### config.mk
export PLATFORM = sky130hd
export DESIGN_NAME = tick_timer_ctrl
export DESIGN_NICKNAME = d
export VERILOG_FILES = /design/src/rtl/tick_timer_ctrl.sv
export SDC_FILE = /design/constraint.sdc
export NUM_CORES = 1
export LEC_CHECK = 0
export ABC_AREA = 1
export CAP_MARGIN = 15
export CORE_UTILIZATION = 55
export CTS_CLUSTER_SIZE = 14
export DETAILED_ROUTE_END_ITERATION = 8
export PLACE_DENSITY = 0.87
export REMOVE_ABC_BUFFERS = 1
export SLEW_MARGIN = 20
export SYNTH_ARGS = -nofsm -noshare
export SYNTH_HDL_FRONTEND = slang
export SYNTH_SLANG_ARGS = --single-unit
### constraint.sdc
create_clock -name clk_100MHz -period 4.9 [get_ports clk_100MHz]
set_input_delay 0.49 -clock clk_100MHz [delete_from_list [all_inputs] [get_ports clk_100MHz]]
set_output_delay 0.49 -clock clk_100MHz [all_outputs]
set_load 0.005 [all_outputs]
### src/rtl/tick_timer_ctrl.sv
// tick_timer_ctrl: shared prescaler driving NUM_CH independent countdown
// channels. Each channel is periodic or one-shot, raises a sticky pending
// flag plus a one-cycle expiry pulse, and irq is the OR of all pending flags.
module tick_timer_ctrl #(
    parameter int CLK_DIV = 100_000,
    parameter int NUM_CH  = 4,
    parameter int CNT_W   = 16
) (
    input  logic              clk_100MHz,
    input  logic              reset,
    input  logic              cfg_we,
    input  logic [2:0]        cfg_ch,
    input  logic [CNT_W-1:0]  cfg_period,
    input  logic              cfg_mode,
    input  logic [NUM_CH-1:0] start_req,
    input  logic [NUM_CH-1:0] stop_req,
    input  logic [NUM_CH-1:0] ack,
    output logic              base_tick,
    output logic [NUM_CH-1:0] running,
    output logic [NUM_CH-1:0] pending,
    output logic [NUM_CH-1:0] expire_pulse,
    output logic              irq
);

    localparam int              PRE_W   = $clog2(CLK_DIV);
    localparam logic [PRE_W-1:0] PRE_MAX = PRE_W'(CLK_DIV - 1);
    localparam logic [CNT_W-1:0] CNT_ONE = CNT_W'(1);
    localparam logic [CNT_W-1:0] CNT_ZERO = '0;

    typedef enum logic {
        ST_IDLE = 1'b0,
        ST_RUN  = 1'b1
    } ch_state_t;

    logic [PRE_W-1:0] pre_cnt_reg;
    logic             base_tick_reg;

    // Free-running prescaler; the tick is registered so it lands the cycle
    // after the counter reaches its terminal value.
    always_ff @(posedge clk_100MHz or posedge reset) begin
        if (reset) begin
            pre_cnt_reg   <= '0;
            base_tick_reg <= 1'b0;
        end else if (pre_cnt_reg == PRE_MAX) begin
            pre_cnt_reg   <= '0;
            base_tick_reg <= 1'b1;
        end else begin
            pre_cnt_reg   <= pre_cnt_reg + PRE_W'(1);
            base_tick_reg <= 1'b0;
        end
    end

    assign base_tick = base_tick_reg;

    genvar gi;
    generate
        for (gi = 0; gi < NUM_CH; gi++) begin : g_ch
            localparam logic [2:0] CH_IDX = 3'(gi);

            ch_state_t        state_reg, state_next;
            logic [CNT_W-1:0] period_reg;
            logic             mode_reg;
            logic [CNT_W-1:0] count_reg, count_next;
            logic             pend_reg, pend_next;
            logic             pulse_reg, pulse_next;
            logic             expire_set;
            logic             cfg_hit;

            // Indices outside 0..NUM_CH-1 never match any channel, so such
            // writes fall on the floor.
            assign cfg_hit = cfg_we && (cfg_ch == CH_IDX);

            // Configuration registers; a running count is not touched here,
            // the new period is picked up at the next start or reload.
            always_ff @(posedge clk_100MHz or posedge reset) begin
                if (reset) begin
                    period_reg <= '0;
                    mode_reg   <= 1'b0;
                end else if (cfg_hit) begin
                    period_reg <= cfg_period;
                    mode_reg   <= cfg_mode;
                end
            end

            // Next-state logic with priority stop > start > tick/expiry.
            // A tick coinciding with a start is swallowed by the start branch.
            always_comb begin
                state_next = state_reg;
                count_next = count_reg;
                pulse_next = 1'b0;
                expire_set = 1'b0;
                if (stop_req[gi]) begin
                    state_next = ST_IDLE;
                    count_next = CNT_ZERO;
                end else if (start_req[gi]) begin
                    if (period_reg != CNT_ZERO) begin
                        state_next = ST_RUN;
                        count_next = period_reg;
                    end
                end else if ((state_reg == ST_RUN) && base_tick_reg) begin
                    if (count_reg == CNT_ONE) begin
                        pulse_next = 1'b1;
                        expire_set = 1'b1;
                        if (mode_reg || (period_reg == CNT_ZERO)) begin
                            state_next = ST_IDLE;
                            count_next = CNT_ZERO;
                        end else begin
                            count_next = period_reg;
                        end
                    end else begin
                        count_next = count_reg - CNT_ONE;
                    end
                end
                // A fresh expiry beats a simultaneous acknowledge.
                if (expire_set) begin
                    pend_next = 1'b1;
                end else if (ack[gi]) begin
                    pend_next = 1'b0;
                end else begin
                    pend_next = pend_reg;
                end
            end

            // Channel state, count, pending and pulse registers.
            always_ff @(posedge clk_100MHz or posedge reset) begin
                if (reset) begin
                    state_reg <= ST_IDLE;
                    count_reg <= '0;
                    pend_reg  <= 1'b0;
                    pulse_reg <= 1'b0;
                end else begin
                    state_reg <= state_next;
                    count_reg <= count_next;
                    pend_reg  <= pend_next;
                    pulse_reg <= pulse_next;
                end
            end

            assign running[gi]      = (state_reg == ST_RUN);
            assign pending[gi]      = pend_reg;
            assign expire_pulse[gi] = pulse_reg;
        end
    endgenerate

    assign irq = |pending;

endmodule

==> flow_summary.ini <==
[status]
status = completed

[critical_path]
cp_cell_sequence = nand2_1 -> nand2_1 -> nand2_2 -> nor2_1 -> inv_1 -> o21ai_0
crit_fanout = 18
path_class = reg -> reg
critPathMostFrequentCell = nand2_1
rr_startpoint = base_tick$_DFF_PP0_
reg2reg_depth = 6
r2r-end = g_ch[3].count_reg[4]$_DFFE_PP0P_
max_stage_delay_ns = 0.74
rrSetupSlack_ns = 2.57
critPathBufInv = 1
worst_ep_required_time_ns = 5.25
cp-start-kind = register
worst_path_max_delay_cell = nor2_1
crit_family = simple AND/OR/NAND/NOR gates
cp-end-kind = register
arrival_ns = 2.69

[clock_tree]
cts_buffers = 17
postCtsSetupBuffers = 0
cts_max_path_buffers = 2
cts_hold_buf = 0
cts_sinks = 162
cts_resized = 0
clk_latency_ns = 0.43
htree_levels = 4
cts-root-buf = clkbuf_16
clk_pin_slew_ns = 0.07
cts_tree = done

[route]
highest_layer = met4
drt_pass1_iterations = 6
routed-via-count = 9150
wl_per_cell_um = 15.72
met1_length_um = 10720
drt_iter0_markers = 947
dr_wl_met3_um = 1770
wl_um = 25110
remaining_drc_errors = 0
ant_nets = 0
dr_wl_met2_um = 12040
viasPerCell = 5.726

[timing]
fin_setup_tns_ns = 0
post-route-min-period_ns = 2.333
final-max-slew-violation-count = 0
fin_hold_ws_ns = 0.4707
finalHoldViolCount = 0
max_slew_margin_pct = 32.45
tightest_slew_ns = 1.010
setup_slack_ns = 2.567
finalSetupViolations = 0
fmax_mhz = 428.7
clock_skew_ns = 0.01034
rsz0062_at_grt = no
fin_crit_sh_pct = 47.60

[synthesis]
yosys_warnings = 0
netlist.area_leader.share_pct = 42.37
ys_types = 39
ys.flop_type = dfrtp_1
netlist.top_cell.by_area = dfrtp_1
synth_edf_count = 0
synth-seq-cells = 162
synth-async-reset-ratio_pct = 100.0
ys_seq_area_share_pct = 42.37
synth_area_leaders = dfrtp_1, nand2_1, nor2_1
synthCells = 1338
syn_avg_cell_area_um2 = 7.151
synthesis.area_um2 = 9568

[die]
rows = 47
die_w_um = 133.9
dieArea_um2 = 17930
io_pins = 49
core_um2 = 16760
initial_core_util_pct = 57.09
die_h_um = 133.9

[place]
place_congestion = 0.9596
io_buffer_count = 48
dp_slack_ns = 2.255
hpwlAfterDp_um = 17400

[global_routing]
first_global_vias = 8485
grt_pass1_wl_um = 41630
grt_overflow = 0
grt_start_max_net_pins = 106
grt_util_all_layers_pct = 29.18
antenna_found_initial = 0

[final_layout]
area_growth_pct = 11.84
antennaDiodeCount = 0
fin_nets = 1409
final_core_util_pct = 63.84
drive_gt1_share_pct = 6.676

[pwr]
power_density_nw_per_um2 = 432.8
p_total_w = 0.004631
peakVddDrop_mv = 0.3085
power.leakage_nw = 5.381

[worst_hold_path]
hp-class = reg -> reg
min_path_cells = 1
min_to = pre_cnt_reg[14]$_DFF_PP0_
min-delay-start = pre_cnt_reg[14]$_DFF_PP0_

[flow_run]
cap_violations = 0
## cells in the final DEF (no fill, tap or decap), drive strengths merged
| master | Yosys | final |
|---|---|---|
| a21oi | 39 | 39 |
| a22oi | 32 | 32 |
| a31oi | 2 | 2 |
| buf | 30 | 2 |
| bufinv | 0 | 3 |
| clkbuf | 12 | 21 |
| clkdlybuf4s50 | 0 | 48 |
| clkinv | 0 | 4 |
| clkinvlp | 0 | 2 |
| dfrtp | 162 | 162 |
| ha | 9 | 9 |
| inv | 150 | 152 |
| nand2 | 360 | 360 |
| nand3 | 94 | 94 |
| nand3b | 4 | 4 |
| nand4 | 21 | 21 |
| nor2 | 226 | 226 |
| nor3 | 11 | 11 |
| nor3b | 2 | 2 |
| nor4 | 3 | 3 |
| o211ai | 2 | 2 |
| o21ai | 122 | 122 |
| o21bai | 3 | 3 |
| o22ai | 1 | 1 |
| o31ai | 2 | 2 |
| o32ai | 1 | 1 |
| or2 | 20 | 20 |
| xnor2 | 10 | 10 |
| xor2 | 20 | 20 |
## cell type report
class | instances | area, um^2
Clock buffer | 21 | 460.4
Clock inverter | 11 | 152.6
Fill cell | 1392 | 6060
Inverter | 150 | 568.0
Multi-Input combinational cell | 984 | 4695
Sequential cell | 162 | 4054
Tap cell | 220 | 275.3
Timing Repair Buffer | 50 | 495.5
## cell families after synthesis
group           after synthesis  synth area share (%)
simple gates                741                 33.22
compound gates              204                 11.93
buf+inv                     192                 8.565
flops                       162                 42.37
xor+xnor                     30                 2.746
fa+ha+maj                     9                 1.177
## how the worst max path moves through the flow
stage                        start                            endpoint  slack, ns  cells past startpoint
2_1_floorplan                reset                 base_tick$_DFF_PP0_       0.03                      1
3_3_place_gp                cfg_we   g_ch[2].period_reg[9]$_DFFE_PP0P_       2.38                      5
3_5_place_dp                cfg_we   g_ch[3].period_reg[1]$_DFFE_PP0P_       2.26                      5
4_1_cts        base_tick$_DFF_PP0_    g_ch[3].count_reg[3]$_DFFE_PP0P_       2.61                      6
5_1_grt                     cfg_we  g_ch[3].period_reg[13]$_DFFE_PP0P_       2.29                      6
6_report       base_tick$_DFF_PP0_    g_ch[3].count_reg[4]$_DFFE_PP0P_       2.57                      6
## report_power, final
group,leakage [nW],internal (W),switching [W]
clock,0.296,0.000834,0.000572
sequential,2.10,0.00155,0.000271
combinational,2.98,0.000507,0.000895
## layer usage
| metal | up-vias | GRT usage, % |
|---|---|---|
| li1 | 4348 | - |
| met1 | 4371 | 38.53 |
| met2 | 374 | 47.55 |
| met3 | 57 | 6.047 |
| met4 | 0 | 10.42 |
| met5 | - | 0 |
## synth_stat cells, types with 3 or more instances
library cell / instances
nor2_1: 206
nor2_2: 16
nand2_2: 8
nor3_2: 3
xnor2_1: 10
xor2_1: 20
inv_2: 7
o21bai_1: 3
o21ai_0: 117
nor2_4: 4
a22oi_1: 32
buf_6: 5
a21oi_1: 38
or2_2: 15
nand3b_1: 4
ha_1: 9
nor3_1: 8
nand3_1: 92
clkbuf_1: 12
o21ai_1: 4
buf_2: 13
nand4_1: 21
nand2_1: 352
dfrtp_1: 162
or2_0: 5
inv_1: 143
buf_4: 12
## stage by stage
stage                     area (um^2)  cells
after CTS                       10700   1598
after global placement          10090   1566
after floorplan                  9311   1296
after global routing            10700   1598
after detailed placement        10090   1566
final                           10700   1598
Note: power is estimated with default switching activity, not from simulation.
